[config.mk]
export PLATFORM = sky130hd
export DESIGN_NAME = sequenceur_lancer
export DESIGN_NICKNAME = d
export VERILOG_FILES = /design/src/rtl/sequenceur_lancer.sv
export SDC_FILE = /design/constraint.sdc
export NUM_CORES = 1
export LEC_CHECK = 0
export BUFFER_PORTS_ARGS = -buffer_cell sky130_fd_sc_hd__buf_2
export CORE_MARGIN = 10
export CORE_UTILIZATION = 47
export CTS_BUF_LIST = sky130_fd_sc_hd__clkbuf_8
export DETAILED_ROUTE_END_ITERATION = 10
export HOLD_SLACK_MARGIN = 0.1
export PLACE_DENSITY_LB_ADDON = 0.1
export SLEW_MARGIN = 15
export SYNTH_ARGS = -nofsm -noshare
export SYNTH_HDL_FRONTEND = slang
export SYNTH_SLANG_ARGS = --single-unit
[constraint.sdc]
create_clock -name clk -period 3.8 [get_ports clk]
set_input_delay 0.38 -clock clk [delete_from_list [all_inputs] [get_ports clk]]
set_output_delay 0.38 -clock clk [all_outputs]
set_load 0.02 [all_outputs]
[src/rtl/sequenceur_lancer.sv]
// Multi-dice roll sequencer: latches die type/count on lancer, draws bounded samples, sums them; lancer ignored while busy.
// Roll = 1 start + samples drawn + 1 FIN cycle; define ALEA_EXTERNE_EN to take samples from the alea port instead of the LFSR.
module sequenceur_lancer #(
   parameter logic [15:0] GRAINE = 16'hACE1,
   parameter int          NB_MAX = 15
) (
   input  logic        clk,
   input  logic        rst_n,
   input  logic        lancer,
   input  logic [2:0]  id_de,
   input  logic [3:0]  nb_des,
`ifdef ALEA_EXTERNE_EN
   input  logic [6:0]  alea,
`endif
   output logic        occupe,
   output logic        resultat_valide,
   output logic [6:0]  dernier_resultat,
   output logic [10:0] total,
   output logic        fini
);

   localparam int          CW     = $clog2(NB_MAX + 1);
   localparam logic [15:0] SEED   = (GRAINE == 16'h0000) ? 16'h0001 : GRAINE;
   localparam logic [1:0]  REPOS  = 2'd0;
   localparam logic [1:0]  TIRAGE = 2'd1;
   localparam logic [1:0]  FIN    = 2'd2;

   logic [1:0]    etat_q, etat_d;
   logic [15:0]   lfsr_q, lfsr_d;
   logic [2:0]    id_q, id_d;
   logic [CW-1:0] nb_q, nb_d;
   logic [CW-1:0] cnt_q, cnt_d;
   logic          occupe_q, occupe_d;
   logic          valide_q, valide_d;
   logic          fini_q, fini_d;
   logic [6:0]    dernier_q, dernier_d;
   logic [10:0]   total_q, total_d;
   logic [6:0]    echantillon;
   logic [6:0]    faces;
   logic [6:0]    valeur;
   logic          min_un;

`ifdef ALEA_EXTERNE_EN
   assign echantillon = alea;
`else
   assign echantillon = lfsr_q[6:0];
`endif

   // Die decode always uses the latched id so mid-roll input changes are harmless.
   always_comb begin
      faces  = 7'd100;
      min_un = 1'b1;
      case (id_q)
         3'd0:    faces = 7'd4;
         3'd1:    faces = 7'd6;
         3'd2:    faces = 7'd8;
         3'd3:    begin faces = 7'd10;  min_un = 1'b0; end
         3'd4:    faces = 7'd12;
         3'd5:    faces = 7'd20;
         3'd6:    faces = 7'd30;
         default: begin faces = 7'd100; min_un = 1'b0; end
      endcase
      valeur = echantillon + {6'd0, min_un};
   end

   always_comb begin
      etat_d    = etat_q;
      lfsr_d    = {lfsr_q[14:0], lfsr_q[15] ^ lfsr_q[13] ^ lfsr_q[12] ^ lfsr_q[10]};
      id_d      = id_q;
      nb_d      = nb_q;
      cnt_d     = cnt_q;
      occupe_d  = occupe_q;
      valide_d  = 1'b0;
      fini_d    = 1'b0;
      dernier_d = dernier_q;
      total_d   = total_q;
      case (etat_q)
         REPOS: begin
            if (lancer) begin
               id_d     = id_de;
               nb_d     = nb_des[CW-1:0];
               cnt_d    = '0;
               total_d  = '0;
               occupe_d = 1'b1;
               etat_d   = (nb_des == 4'd0) ? FIN : TIRAGE;
            end
         end
         TIRAGE: begin
            // Rejection sampling: out-of-range samples cost a cycle and change nothing.
            if (echantillon < faces) begin
               dernier_d = valeur;
               total_d   = total_q + {4'd0, valeur};
               cnt_d     = cnt_q + CW'(1);
               valide_d  = 1'b1;
               if (cnt_d == nb_q) begin
                  etat_d = FIN;
               end
            end
         end
         FIN: begin
            fini_d   = 1'b1;
            occupe_d = 1'b0;
            etat_d   = REPOS;
         end
         default: etat_d = REPOS;
      endcase
   end

   always_ff @(posedge clk or negedge rst_n) begin
      if (!rst_n) begin
         etat_q    <= REPOS;
         lfsr_q    <= SEED;
         id_q      <= '0;
         nb_q      <= '0;
         cnt_q     <= '0;
         occupe_q  <= 1'b0;
         valide_q  <= 1'b0;
         fini_q    <= 1'b0;
         dernier_q <= '0;
         total_q   <= '0;
      end else begin
         etat_q    <= etat_d;
         lfsr_q    <= lfsr_d;
         id_q      <= id_d;
         nb_q      <= nb_d;
         cnt_q     <= cnt_d;
         occupe_q  <= occupe_d;
         valide_q  <= valide_d;
         fini_q    <= fini_d;
         dernier_q <= dernier_d;
         total_q   <= total_d;
      end
   end

   assign occupe           = occupe_q;
   assign resultat_valide  = valide_q;
   assign dernier_resultat = dernier_q;
   assign total            = total_q;
   assign fini             = fini_q;

endmodule

==> results of run 1 <==
critical path, delay by kind of cell, from the launching register on:
family,cells,cell delay [ns]
muxes,1,0.14
DFF,1,0.44
and+or+nand+nor,3,0.32
AOI/OAI and AO/OA,2,0.81
adders and majority gates,3,1.00
registers in the layout, summed over array words and instances (netlist names):
register          count
dernier_resultat      7
occupe                1
resultat_valide       1
lfsr_q               16
etat_q                2
id_q                  3
nb_q                  4
fini                  1
cnt_q                 4
total                11
where the power goes:
part | total (mW) | leakage (nW) | switching (mW) | internal [mW]
Clock | 0.322 | 0.0472 | 0.175 | 0.147
Combinational | 0.743 | 0.659 | 0.447 | 0.296
Sequential | 0.756 | 0.628 | 0.108 | 0.648
Total | 1.82 | 1.33 | 0.730 | 1.09
cell usage in the layout, fill, tap and decap left out, drive strengths merged:
master    instances
nand2            44
dfrtp            42
buf              31
nand3            19
ha               15
o21ai            11
xnor2            10
xor2              9
a21oi             8
dfstp             8
nor2              7
clkbuf            6
mux2              5
a211oi            4
inv               4
o211ai            3
mux2i             3
nor2b             2
nor3b             2
nor4              2
a21o              2
o31ai             2
o21bai            2
and2b             1
and3              1
nor4bb            1
nand2b            1
or3               1
or4               1
o2bb2ai           1
and2              1
o41ai             1
o31a              1
o21a              1
a311oi            1
a22o              1
nor3              1
fa                1
clkinv            1
clkinvlp          1
worst paths after layout:
path / end / from / slack (ns) / depth (start not counted)
worst max-delay path: total[8]$_DFFE_PN0P_ / id_q[0]$_DFFE_PN0P_ / 0.97 / 9
worst min-delay path: total[6]$_DFFE_PN0P_ / rst_n / 0.07 / 1
worst max register to register: total[8]$_DFFE_PN0P_ / id_q[0]$_DFFE_PN0P_ / 0.97 / 9
worst min register to register: lfsr_q[10]$_DFF_PN1_ / lfsr_q[9]$_DFF_PN0_ / 0.36 / 0
max in group asynchronous: lfsr_q[3]$_DFF_PN0_ / rst_n / 3.30 / 1
min in group clk: id_q[2]$_DFFE_PN0P_ / id_de[2] / 0.27 / 3
synth_stat cells (2+ instances only):
library cell,instances
nor4_1,2
o21bai_1,2
xnor2_1,10
o21ai_0,11
a21oi_1,8
mux2_2,5
mux2i_1,3
nor3b_1,2
o31ai_1,2
buf_6,2
dfrtp_1,42
o211ai_1,3
dfstp_2,8
nor2b_1,2
inv_1,3
a21o_1,2
ha_1,15
nand3_1,19
nor2_1,7
clkbuf_1,3
a211oi_1,4
nand2_1,44
xor2_1,9
per-layer routing:
layer / track usage / vias to the layer above / share of wire
met5: 0 / - / 0
met1: 0.148 / 774 / 0.48
met3: 0.0379 / 5 / 0.052
met2: 0.173 / 35 / 0.45
li1: - / 852 / -
met4: 0.0392 / 0 / 0.014
cell families (layout without fill, tap and decap cells):
logic type | after synthesis | after routing | synth area share
DFF | 50 | 50 | 0.524
xor gates and xnor gates | 19 | 19 | 0.0692
muxes | 8 | 8 | 0.0359
buffers and inverters | 11 | 43 | 0.0239
adders and majority gates | 16 | 16 | 0.0864
AOI/OAI and AO/OA | 38 | 38 | 0.101
and+or+nand+nor | 84 | 84 | 0.159
final cells by class:
| class | count | area, sq um |
|---|---|---|
| inverters | 4 | 15.0 |
| clock buffers | 6 | 82.6 |
| clock inverters | 2 | 12.5 |
| multi-input cells | 165 | 1090 |
| fillers | 446 | 2150 |
| well taps | 67 | 83.8 |
| repair buffers | 31 | 160 |
| flip-flops and latches | 50 | 1260 |
==> reports/metrics.yaml, run 1 <==
setup_tns_ns: 0
slew_violations: 0
crit_fanout: 6
slowest_delay_ns: 0.47
grt_max_degree: 51
cts-root-buf: "clkbuf_8"
chipWidth_um: 91.5
relSlewSlack: 0.485
hold_class: "input port to asynchronous set/reset pin"
numPortBuffers: 30
antenna_cells: 0
netlist_instances: 226
die-area_sq_um: 8380
worstSetupPathType: "flip-flop to flip-flop"
fmax_ghz: 0.353
netlist_top_cells_area: "dfrtp_1 44%, dfstp_2 8.7%, ha_1 7.8%, nand2_1 6.9%, nand3_1 4.0%"
netlist_area_sq_um: 2400
synth_edf_count: 0
gp_congestion: 0.798
clk_pin_slew_ns: 0.09
postSynthAreaPerCell_sq_um: 10.6
rows: 25
grt_pass1_wl_um: 8000
critPathArrivalTime_ns: 3.02
post_cts_buffers: 0
seq_area_frac_synth: 0.524
cts.repair.resized: 0
htreeDepth: 2
drt_iter0_drc: 41
stdcell_area_sq_um: 2700
synth_nets: 252
cp_common_cell: "ha_1"
startpoint_type: "flip-flop"
cp_data_required_time_ns: 3.99
start_util: 0.496
postLayoutCoreUtil: 0.557
post-place-ws_ns: 0.964
tightest_slew_ns: 0.771
cts_sinks: 50
antenna_found_initial: 0
dp_hpwl_um: 3460
setup_violations: 0
final_cells: 325
via_count: 1666
hold_ws_ns: 0.0734
dr.pass1.iters: 4
synth_top_area_share: 0.437
power.leakage_nw: 1.33
clk_latency_ns: 0.30
routed_via_density: 5.13
cts_max_path_buffers: 2
place_inst: 317
hold_viol_final: 0
nets: 283
fin_crit_sh: 0.745
routedWlPerCell_um: 14.2
skew_ns: 0.00864
endpoint_kind: "flip-flop"
numCtsBuffers: 5
synth_flop_cell: "dfrtp_1"
ys_ff_latch: 50
placement.cell_area_sq_um: 2600
setup_slack_ns: 0.971
grt_overflow: 0
pin_count: 31
ir_worst_vdd_uv: 419
area_growth_pct: 12.3
routed_wl_um: 4610
status: "finished, final reports clean"
min_period_ns: 2.83
cts_hold_buf: 0
synth-warning-count: 0
coreArea_sq_um: 4850
grt_setup_unrepaired: "false"
maxCapViolations: 0
synth_top_area_cell: "dfrtp_1"
drtAntennaViolNets: 0
critPathSlowestCell: "o41ai_1"
grt_pass1_vias: 1726
layout-drive-gt1-share: 0.205
die_y_um: 91.5
power.density_nw_per_um2: 674
cts_tree: "yes"
power.total_mw: 1.82
ys_types: 41
synthArstFlopShare: 1.00
drc: 0
grt_use_total: 0.114
path_cells: "nand2_1, ha_1, ha_1, fa_1, a211oi_1, nor2_1, o41ai_1, nor3b_1, mux2i_1"
(Power assumes the default switching activity.)
==> run 2: changes to the inputs <==
clock period = 2.7 ns   (was 3.8 ns; I/O delays follow)
==> reports/metrics.yaml, run 2 (synthesis gave the netlist of run 1 again) <==
status: "finished, final reports clean"  # unchanged
chipWidth_um: 91.5  # unchanged
fmax_ghz: 0.392  # was 0.353 GHz
cts-root-buf: "clkbuf_8"  # unchanged
antenna_cells: 0  # unchanged
internal_power_mw: 1.60  # was 1.09 mW
dp_hpwl_um: 3560  # was 3460 um
routed_via_density: 5.11  # was 5.13
numCtsBuffers: 5  # unchanged
p_comb_frac: 0.428  # was 0.408
layout_common_cells: "44 x nand2_1, 42 x dfrtp_1, 30 x buf_2"  # was 44 x nand2_1, 42 x dfrtp_1, 29 x buf_2
endpoint_kind: "flip-flop"  # unchanged
startpoint_type: "flip-flop"  # unchanged
grt_pass1_vias: 1692  # was 1726
relSlewSlack: 0.480  # was 0.485
rows: 25  # unchanged
postLayoutCoreUtil: 0.586  # was 0.557
grt_use_total: 0.120  # was 0.114
power.leakage_nw: 1.40  # was 1.33 nW
worstSetupPathType: "flip-flop to flip-flop"  # unchanged
nets: 290  # was 283
antenna_found_initial: 0  # unchanged
die-area_sq_um: 8380  # unchanged
crit_fanout: 26  # was 6
routedWlPerCell_um: 14.8  # was 14.2 um
p_sw_mw: 1.06  # was 0.730 mW
clk_latency_ns: 0.31  # was 0.30 ns
numPortBuffers: 30  # unchanged
die_y_um: 91.5  # unchanged
htreeDepth: 2  # unchanged
cts_tree: "yes"  # unchanged
ir_worst_vdd_uv: 502  # was 419 uV
skew_ns: 0.0110  # was 0.00864 ns
drt_iter0_drc: 42  # was 41
cts_sinks: 50  # unchanged
place_inst: 323  # was 317
coreArea_sq_um: 4850  # unchanged
pin_count: 31  # unchanged
start_util: 0.496  # unchanged
tightest_slew_ns: 0.778  # was 0.771 ns
pwr-share-seq: 0.395  # was 0.415
setup_violations: 0  # unchanged
maxCapViolations: 0  # unchanged
switching_share: 0.399  # was 0.401
min_period_ns: 2.55  # was 2.83 ns
cp_data_required_time_ns: 2.90  # was 3.99 ns
largest_register_ffs: 16  # unchanged
grt_pass1_wl_um: 8190  # was 8000 um
grt_overflow: 0  # unchanged
final_cells: 332  # was 325
largest-register: "lfsr_q"  # unchanged
routed_wl_um: 4900  # was 4610 um
grt_max_degree: 29  # was 51
drtAntennaViolNets: 0  # unchanged
drc: 0  # unchanged
critPathArrivalTime_ns: 2.75  # was 3.02 ns
via_count: 1695  # was 1666
cts_max_path_buffers: 2  # unchanged
final_common_cell: "nand2_1"  # unchanged
power.density_nw_per_um2: 938  # was 674 nW/um^2
fin_crit_sh: 0.946  # was 0.745
hold_class: "input port to flip-flop"  # was input port to asynchronous set/reset pin
clk_pin_slew_ns: 0.10  # was 0.09 ns
dr.pass1.iters: 4  # unchanged
clkPwrFrac: 0.177  # about the same
layout-drive-gt1-share: 0.272  # was 0.205
hold_viol_final: 0  # unchanged
slew_violations: 0  # unchanged
area_growth_pct: 18.2  # was 12.3%
gp_congestion: 0.766  # was 0.798
-- run 2: cell types whose count changed in the layout (fill, tap and decap cells not counted), sizes merged --
cell	change
buf	+6
clkinv	+1
clkinvlp	-1
dlygate4sd3	+1
-- run 2: cell type report --
| type | count | area [sq um] |
|---|---|---|
| clock buffers | 6 | 82.6 |
| clock inverters | 2 | 17.5 |
| fillers | 418 | 2010 |
| inverters | 4 | 15.0 |
| multi-input cells | 165 | 1160 |
| flip-flops and latches | 50 | 1260 |
| well taps | 67 | 83.8 |
| repair buffers | 38 | 216 |
-- run 2: routing by layer --
metal  track usage  part of all wire  wire length, um
met5             0                 0                0
met4        0.0470             0.016               77
met3        0.0370             0.045              220
met2         0.178              0.46             2250
met1         0.160              0.48             2350
-- run 2: final timing paths --
path                       cells after the start  slack [ns]                     to                 start
max reg2reg                                   10        0.15  total[10]$_DFFE_PN0P_   id_q[1]$_DFFE_PN0P_
min in group asynchronous                      2        0.46   total[5]$_DFFE_PN0P_                 rst_n
max in group asynchronous                      3        1.46   lfsr_q[11]$_DFF_PN1_                 rst_n
min                                            3        0.14    id_q[2]$_DFFE_PN0P_              id_de[2]
min reg2reg                                    0        0.36   lfsr_q[15]$_DFF_PN1_  lfsr_q[14]$_DFF_PN0_
max                                           10        0.15  total[10]$_DFFE_PN0P_   id_q[1]$_DFFE_PN0P_
-- run 2: power by group through the flow --
stage / logic [mW] / clock network, mW / registers, mW
3_5_place_dp: 1.12 / 0 / 1.07
2_1_floorplan: 0.800 / 0 / 1.12
5_1_grt: 1.30 / 0.526 / 1.08
6_report: 1.14 / 0.471 / 1.05
4_1_cts: 1.12 / 0.484 / 1.06
3_3_place_gp: 1.10 / 0 / 1.06
-- run 2: through the flow --
| stage | power, mW | setup TNS, ns | area, sq um | setup WS [ns] | hold WS [ns] |
|---|---|---|---|---|---|
| after global routing | 2.90 | -0.0116 | 2840 | -0.0116 | 0.154 |
| after CTS | 2.66 | 0 | 2770 | 0.0924 | 0.134 |
| final | 2.67 | 0 | 2840 | 0.146 | 0.140 |
| after detailed placement | 2.19 | -0.0545 | 2650 | -0.0273 | 0.280 |
| after global placement | 2.16 | 0 | 2650 | 0.0114 | 0.274 |
| after floorplan | 1.92 | 0 | 2400 | 0.129 | -0.0256 |
-- run 2: repair_timing --
action	4_1_cts	5_1_grt
pin swaps	0	2
hold buffers	1	0
gates resized for setup	1	15
setup endpoints to repair	2	4
endpoints found under the hold margin	22	0
buffers inserted	0	0
-- run 2: worst max-delay path, stage by stage, from the launching register on --
cell and delay, ns:
dfrtp_1 0.39, buf_4 0.15, and2b_1 0.17, a21oi_1 0.13, ha_1 0.26, a21oi_1 0.16, o211ai_1 0.13, or3_4 0.40
buf_6 0.18, o31a_1 0.30, o21a_1 0.18
